**config.mk**
```make
export PLATFORM = sky130hd
export DESIGN_NAME = regfile_wb_arbiter
export DESIGN_NICKNAME = d
export VERILOG_FILES = /design/src/rtl/regfile_pkg.sv /design/src/rtl/wb_result_fifo.sv /design/src/rtl/regfile_wb_arbiter.sv
export SDC_FILE = /design/constraint.sdc
export NUM_CORES = 1
export LEC_CHECK = 0
export BUFFER_PORTS_ARGS = -buffer_cell sky130_fd_sc_hd__buf_2
export CORE_MARGIN = 2
export CORE_UTILIZATION = 25
export DETAILED_ROUTE_END_ITERATION = 6
export RECOVER_POWER = 50
export SLEW_MARGIN = 10
export SYNTH_ARGS = -nofsm -noshare
export SYNTH_HDL_FRONTEND = slang
export SYNTH_HIERARCHICAL = 1
export SYNTH_SLANG_ARGS = --single-unit
```
**constraint.sdc**
```tcl
create_clock -name clk -period 9.4 [get_ports clk]
set_input_delay 1.41 -clock clk [delete_from_list [all_inputs] [get_ports clk]]
set_output_delay 1.41 -clock clk [all_outputs]
set_load 0.005 [all_outputs]
```
**src/rtl/regfile_pkg.sv**
```systemverilog
// Shared register-file geometry and write-port source encoding for the WB/MC arbiter.
package regfile_pkg;
   localparam int unsigned NREGS = 32;
   localparam int unsigned AW    = 5;
   localparam int unsigned DW    = 32;

   typedef enum logic [1:0] {
      SRC_NONE,
      SRC_WB,
      SRC_MC
   } port_src_e;
endpackage

```
**src/rtl/wb_result_fifo.sv**
```systemverilog
// Holding queue for multi-cycle results waiting for a free register-file write slot.
module wb_result_fifo #(
   parameter int unsigned DEPTH = 2,
   parameter int unsigned AW    = 5,
   parameter int unsigned DW    = 32
) (
   input  logic          clk_i,
   input  logic          rst_ni,
   input  logic          push_i,
   input  logic [AW-1:0] push_rd_i,
   input  logic [DW-1:0] push_data_i,
   input  logic          pop_i,
   output logic [AW-1:0] head_rd_o,
   output logic [DW-1:0] head_data_o,
   output logic          full_o,
   output logic          empty_o
);
   localparam int unsigned PW = $clog2(DEPTH);
   localparam int unsigned CW = PW + 1;

   logic [AW-1:0] rd_mem_q   [DEPTH];
   logic [DW-1:0] data_mem_q [DEPTH];
   logic [PW-1:0] wr_ptr_q, wr_ptr_d;
   logic [PW-1:0] rd_ptr_q, rd_ptr_d;
   logic [CW-1:0] count_q, count_d;
   logic          push_ok, pop_ok;

   assign full_o      = (count_q == CW'(DEPTH));
   assign empty_o     = (count_q == '0);
   assign head_rd_o   = rd_mem_q[rd_ptr_q];
   assign head_data_o = data_mem_q[rd_ptr_q];
   assign push_ok     = push_i && !full_o;
   assign pop_ok      = pop_i && !empty_o;

   // DEPTH is a power of two, so pointers wrap by natural overflow.
   always_comb begin
      wr_ptr_d = wr_ptr_q;
      rd_ptr_d = rd_ptr_q;
      count_d  = count_q;
      if (push_ok) wr_ptr_d = wr_ptr_q + PW'(1);
      if (pop_ok)  rd_ptr_d = rd_ptr_q + PW'(1);
      case ({push_ok, pop_ok})
         2'b10:   count_d = count_q + CW'(1);
         2'b01:   count_d = count_q - CW'(1);
         default: count_d = count_q;
      endcase
   end

   always_ff @(posedge clk_i or negedge rst_ni) begin
      if (!rst_ni) begin
         wr_ptr_q <= '0;
         rd_ptr_q <= '0;
         count_q  <= '0;
      end else begin
         wr_ptr_q <= wr_ptr_d;
         rd_ptr_q <= rd_ptr_d;
         count_q  <= count_d;
      end
   end

   always_ff @(posedge clk_i) begin
      if (push_ok) begin
         rd_mem_q[wr_ptr_q]   <= push_rd_i;
         data_mem_q[wr_ptr_q] <= push_data_i;
      end
   end
endmodule

```
**src/rtl/regfile_wb_arbiter.sv**
```systemverilog
// Shares the register-file write port between the WB stage and the multi-cycle unit,
// tracks MC destinations in a busy scoreboard and raises the ID hazard/starvation stall.
module regfile_wb_arbiter
   import regfile_pkg::*;
#(
   parameter int unsigned QDEPTH     = 2,
   parameter int unsigned STARVE_MAX = 4
) (
   input  logic             clk,
   input  logic             rst,
   input  logic             wb_we,
   input  logic [AW-1:0]    wb_rd,
   input  logic [DW-1:0]    wb_data,
   input  logic             mc_issue,
   input  logic [AW-1:0]    mc_issue_rd,
   input  logic             mc_valid,
   input  logic [AW-1:0]    mc_rd,
   input  logic [DW-1:0]    mc_data,
   output logic             mc_ready,
   input  logic             id_valid,
   input  logic [AW-1:0]    id_rs1,
   input  logic [AW-1:0]    id_rs2,
   input  logic [AW-1:0]    id_rd,
   output logic             stall,
   output logic             WE_reg,
   output logic [AW-1:0]    A3,
   output logic [DW-1:0]    WD_reg,
   output logic [NREGS-1:0] busy_vec
);
   localparam int unsigned SW = $clog2(STARVE_MAX + 1);

   logic [NREGS-1:0] busy_q, busy_d;
   logic [SW-1:0]    starve_q, starve_d;
   port_src_e        src;
   logic             wb_hit, push, pop;
   logic             fifo_full, fifo_empty;
   logic [AW-1:0]    head_rd;
   logic [DW-1:0]    head_data;
   logic             hazard, starve_force;

   wb_result_fifo #(
      .DEPTH (QDEPTH),
      .AW    (AW),
      .DW    (DW)
   ) u_fifo (
      .clk_i       (clk),
      .rst_ni      (rst),
      .push_i      (push),
      .push_rd_i   (mc_rd),
      .push_data_i (mc_data),
      .pop_i       (pop),
      .head_rd_o   (head_rd),
      .head_data_o (head_data),
      .full_o      (fifo_full),
      .empty_o     (fifo_empty)
   );

   assign wb_hit = wb_we && (wb_rd != '0);
   assign push   = mc_valid && !fifo_full && (mc_rd != '0);
   assign pop    = (src == SRC_MC);

   // rst only gates outputs here; state is already held by the async reset.
   always_comb begin
      src    = SRC_NONE;
      WE_reg = 1'b0;
      A3     = '0;
      WD_reg = '0;
      if (wb_hit)           src = SRC_WB;
      else if (!fifo_empty) src = SRC_MC;
      if (rst) begin
         case (src)
            SRC_WB: begin
               WE_reg = 1'b1;
               A3     = wb_rd;
               WD_reg = wb_data;
            end
            SRC_MC: begin
               WE_reg = 1'b1;
               A3     = head_rd;
               WD_reg = head_data;
            end
            default: ;
         endcase
      end
   end

   always_comb begin
      busy_d = busy_q;
      if (pop) busy_d[head_rd] = 1'b0;
      if (mc_issue && (mc_issue_rd != '0)) busy_d[mc_issue_rd] = 1'b1;
      busy_d[0] = 1'b0;

      starve_d = starve_q;
      if (pop) starve_d = '0;
      else if (!fifo_empty && wb_hit && (starve_q != SW'(STARVE_MAX)))
         starve_d = starve_q + SW'(1);
   end

   always_ff @(posedge clk or negedge rst) begin
      if (!rst) begin
         busy_q   <= '0;
         starve_q <= '0;
      end else begin
         busy_q   <= busy_d;
         starve_q <= starve_d;
      end
   end

   // Registered busy bits: a clear landing this edge still stalls this cycle's ID read.
   assign hazard       = id_valid && (busy_q[id_rs1] || busy_q[id_rs2] || busy_q[id_rd]);
   assign starve_force = (starve_q == SW'(STARVE_MAX));
   assign stall        = rst && (hazard || starve_force);
   assign mc_ready     = rst && !fifo_full;
   assign busy_vec     = busy_q;
endmodule
```
==> flow_summary.ini <==
[finish]
drive_above_1_share_pct = 33.78
ff_latch_area_sq_mm = 0.003174
areaGrowthSynthToFinish_pct = 21.95
final_common_cell = buf_2
mostFrequentLayoutCells = buf_2, edfxtp_1, o21ai_0
multiInputGateArea_sq_mm = 0.002729
fin_nets = 770
fillCellCount = 2497
final_cells = 998

[routing]
num_vias = 4749
drt_iter0_drc = 383
dr.pass1.iters = 4
ant_nets = 0
drcViolationCount = 0
post_drt_wl_per_cell_um = 17.01
via_per_inst = 4.759
totalWireLength_um = 16970

[floorplan]
fp.dieH_um = 160.4
die_w_um = 160.4
dieArea_sq_mm = 0.02573
row_count = 57
boundaryPins = 172
initial_utilization_pct = 25.30
core-area_sq_mm = 0.02418

[global_routing]
antenna_found_initial = 1
grt_use_total_pct = 12.96
top_usage_layer = met2
met2_usage_pct = 21.39
met1_usage_pct = 16.72
grt_pass1_wl_um = 25900
grt_max_degree = 78
use_met3_pct = 3.771
grt_pass1_vias = 4692
grt_overflow = 0

[setup_path]
path_class = primary input to output pin
cp-start-kind = primary input
cp-end-kind = output pin
critPathMaxFanout = 77
worstPathRequired_ps = 7990
arrival_ps = 4610
r2r_cells = 6

[timing]
slew_headroom_pct = -126.1
finalCritPeriodShare_pct = 64.08
rsz0062_at_grt = no
slew_violations = 120
whs_ps = 501.4
fin_setup_tns_ps = 0
timing.final.crit_period_ps = 6023
hold_viol = 0
setup_viol = 0
timing.fmax_mhz = 166.0
clock_skew_ps = 14.01
tightestPinTransition_ps = 3392

[worst_hold_path]
whs_path_depth = 1
min_path_type = flop to flop

[cts]
clockBufferDepth = 2
ctsRootBufferMaster = clkbuf_16
clk_pin_slew_ps = 80
cts_setup_buffers = 0
htreeDepth = 3
cts-buffers-inserted = 9
cts_tree = yes
cts.sinks = 112
postCtsHoldBufs = 0
clk_latency_ps = 350
cts_resized = 0

[synthesis]
synthFlopType = edfxtp_1
synth_cells = 515
synth_fp_nets = 618
ys_seq_elements = 112
ys_async_sr_fraction_pct = 33.93
ys_types = 56
synth_edf_count = 74
avgSynthCellArea_sq_um = 11.88
ys.warnings.count = 6
synth-seq-area-share_pct = 51.88
netlist_area_sq_mm = 0.006116

[place]
io_buffers = 170
hpwl_um = 12250
placedCellCount = 980
place_congestion = 0.8598

[power_and_ir_drop]
irDropWorstVdd_v = 0.00009317
p_leak_uw = 0.003026
p_per_area_mw_per_mm2 = 264.0

[status]
status = complete, but fails checks
violations = max-capacitance violations, max-slew violations

[run]
drv_cap = 2
## stage by stage
| step | utilization [%] | setup slack (ps) | instance area (sq um) | total power (uW) |
|---|---|---|---|---|
| after floorplan | - | 5275 | 6116 | 1338 |
| after global placement | 29.90 | 4388 | 7229 | 1607 |
| after detailed placement | 29.90 | 4418 | 7229 | 1625 |
| after CTS | 31.06 | 4415 | 7508 | 1999 |
| after global routing | 30.83 | 2652 | 7453 | 2102 |
| final | 30.85 | 3377 | 7458 | 1969 |
## area by class of cell
class / instances / area share [%]
clock inverter: 5 / 0.4865
inverter: 8 / 0.4026
sequential: 112 / 42.56
clock buffer: 11 / 3.254
multi-input combinational: 363 / 36.59
timing repair buffer: 173 / 11.21
tap: 324 / 5.435
antenna: 2 / 0.06710
## cells by family after synthesis
kind of cell,share of synthesized area (%)
and+or+nand+nor,14.75
AOI/OAI and AO/OA,12.11
DFF,51.88
muxes,16.51
buffers and inverters,3.355
xor gates and xnor gates,0.7162
adders and majority gates,0.6138
other,0.06132
## report_power, final
part	internal, uW	switching, uW
Clock	190	179
Sequential	697	146
Combinational	376	382
Total	1260	707
## cell usage after synthesis, types with 14 or more instances
cell / number / share of area, %
o21ai_0: 50 / 4.1
mux2_2: 25 / 4.6
and3_1: 36 / 3.7
edfxtp_1: 74 / 36
nand2_1: 14 / 0.86
nor2b_1: 43 / 4.4
a21oi_1: 42 / 3.4
nor2_1: 14 / 0.86
clkbuf_1: 16 / 0.98
o21ai_1: 15 / 1.2
dfrtp_1: 38 / 16
mux2_4: 20 / 4.9
mux2i_1: 18 / 2.9
## registers in the layout (all words and copies together) (netlist names)
signal	flops
u_fifo/data_mem_q	64
u_fifo/rd_ptr_q	1
u_fifo/rd_mem_q	10
starve_q	3
u_fifo/wr_ptr_q	1
u_fifo/count_q	2
busy_vec	31
## routing by layer
layer / part of all wire, % / up-vias
met4: 0.74 / 0
li1: - / 2234
met1: 45 / 2313
met3: 8.3 / 8
met5: 0 / -
met2: 46 / 194
## path summary, 6_finish.rpt
| kind | startpoint | endpoint | slack, ps |
|---|---|---|---|
| max reg2reg | u_fifo/count_q[0] | u_fifo/data_mem_q[0][16] | 6670 |
| min | u_fifo/wr_ptr_q | u_fifo/wr_ptr_q | 500 |
| max in group asynchronous | rst | u_fifo/rd_ptr_q | 4930 |
| min reg2reg | u_fifo/wr_ptr_q | u_fifo/wr_ptr_q | 500 |
| max | rst | stall | 3380 |
| min in group asynchronous | rst | busy_vec[25] | 2300 |
## critical path, stage by stage
cell,delay [ps]
buf_2,70
clkbuf_1,2360
o21ai_0,330
a31oi_1,290
buf_2,150
Note: power is estimated with default switching activity, not from simulation.
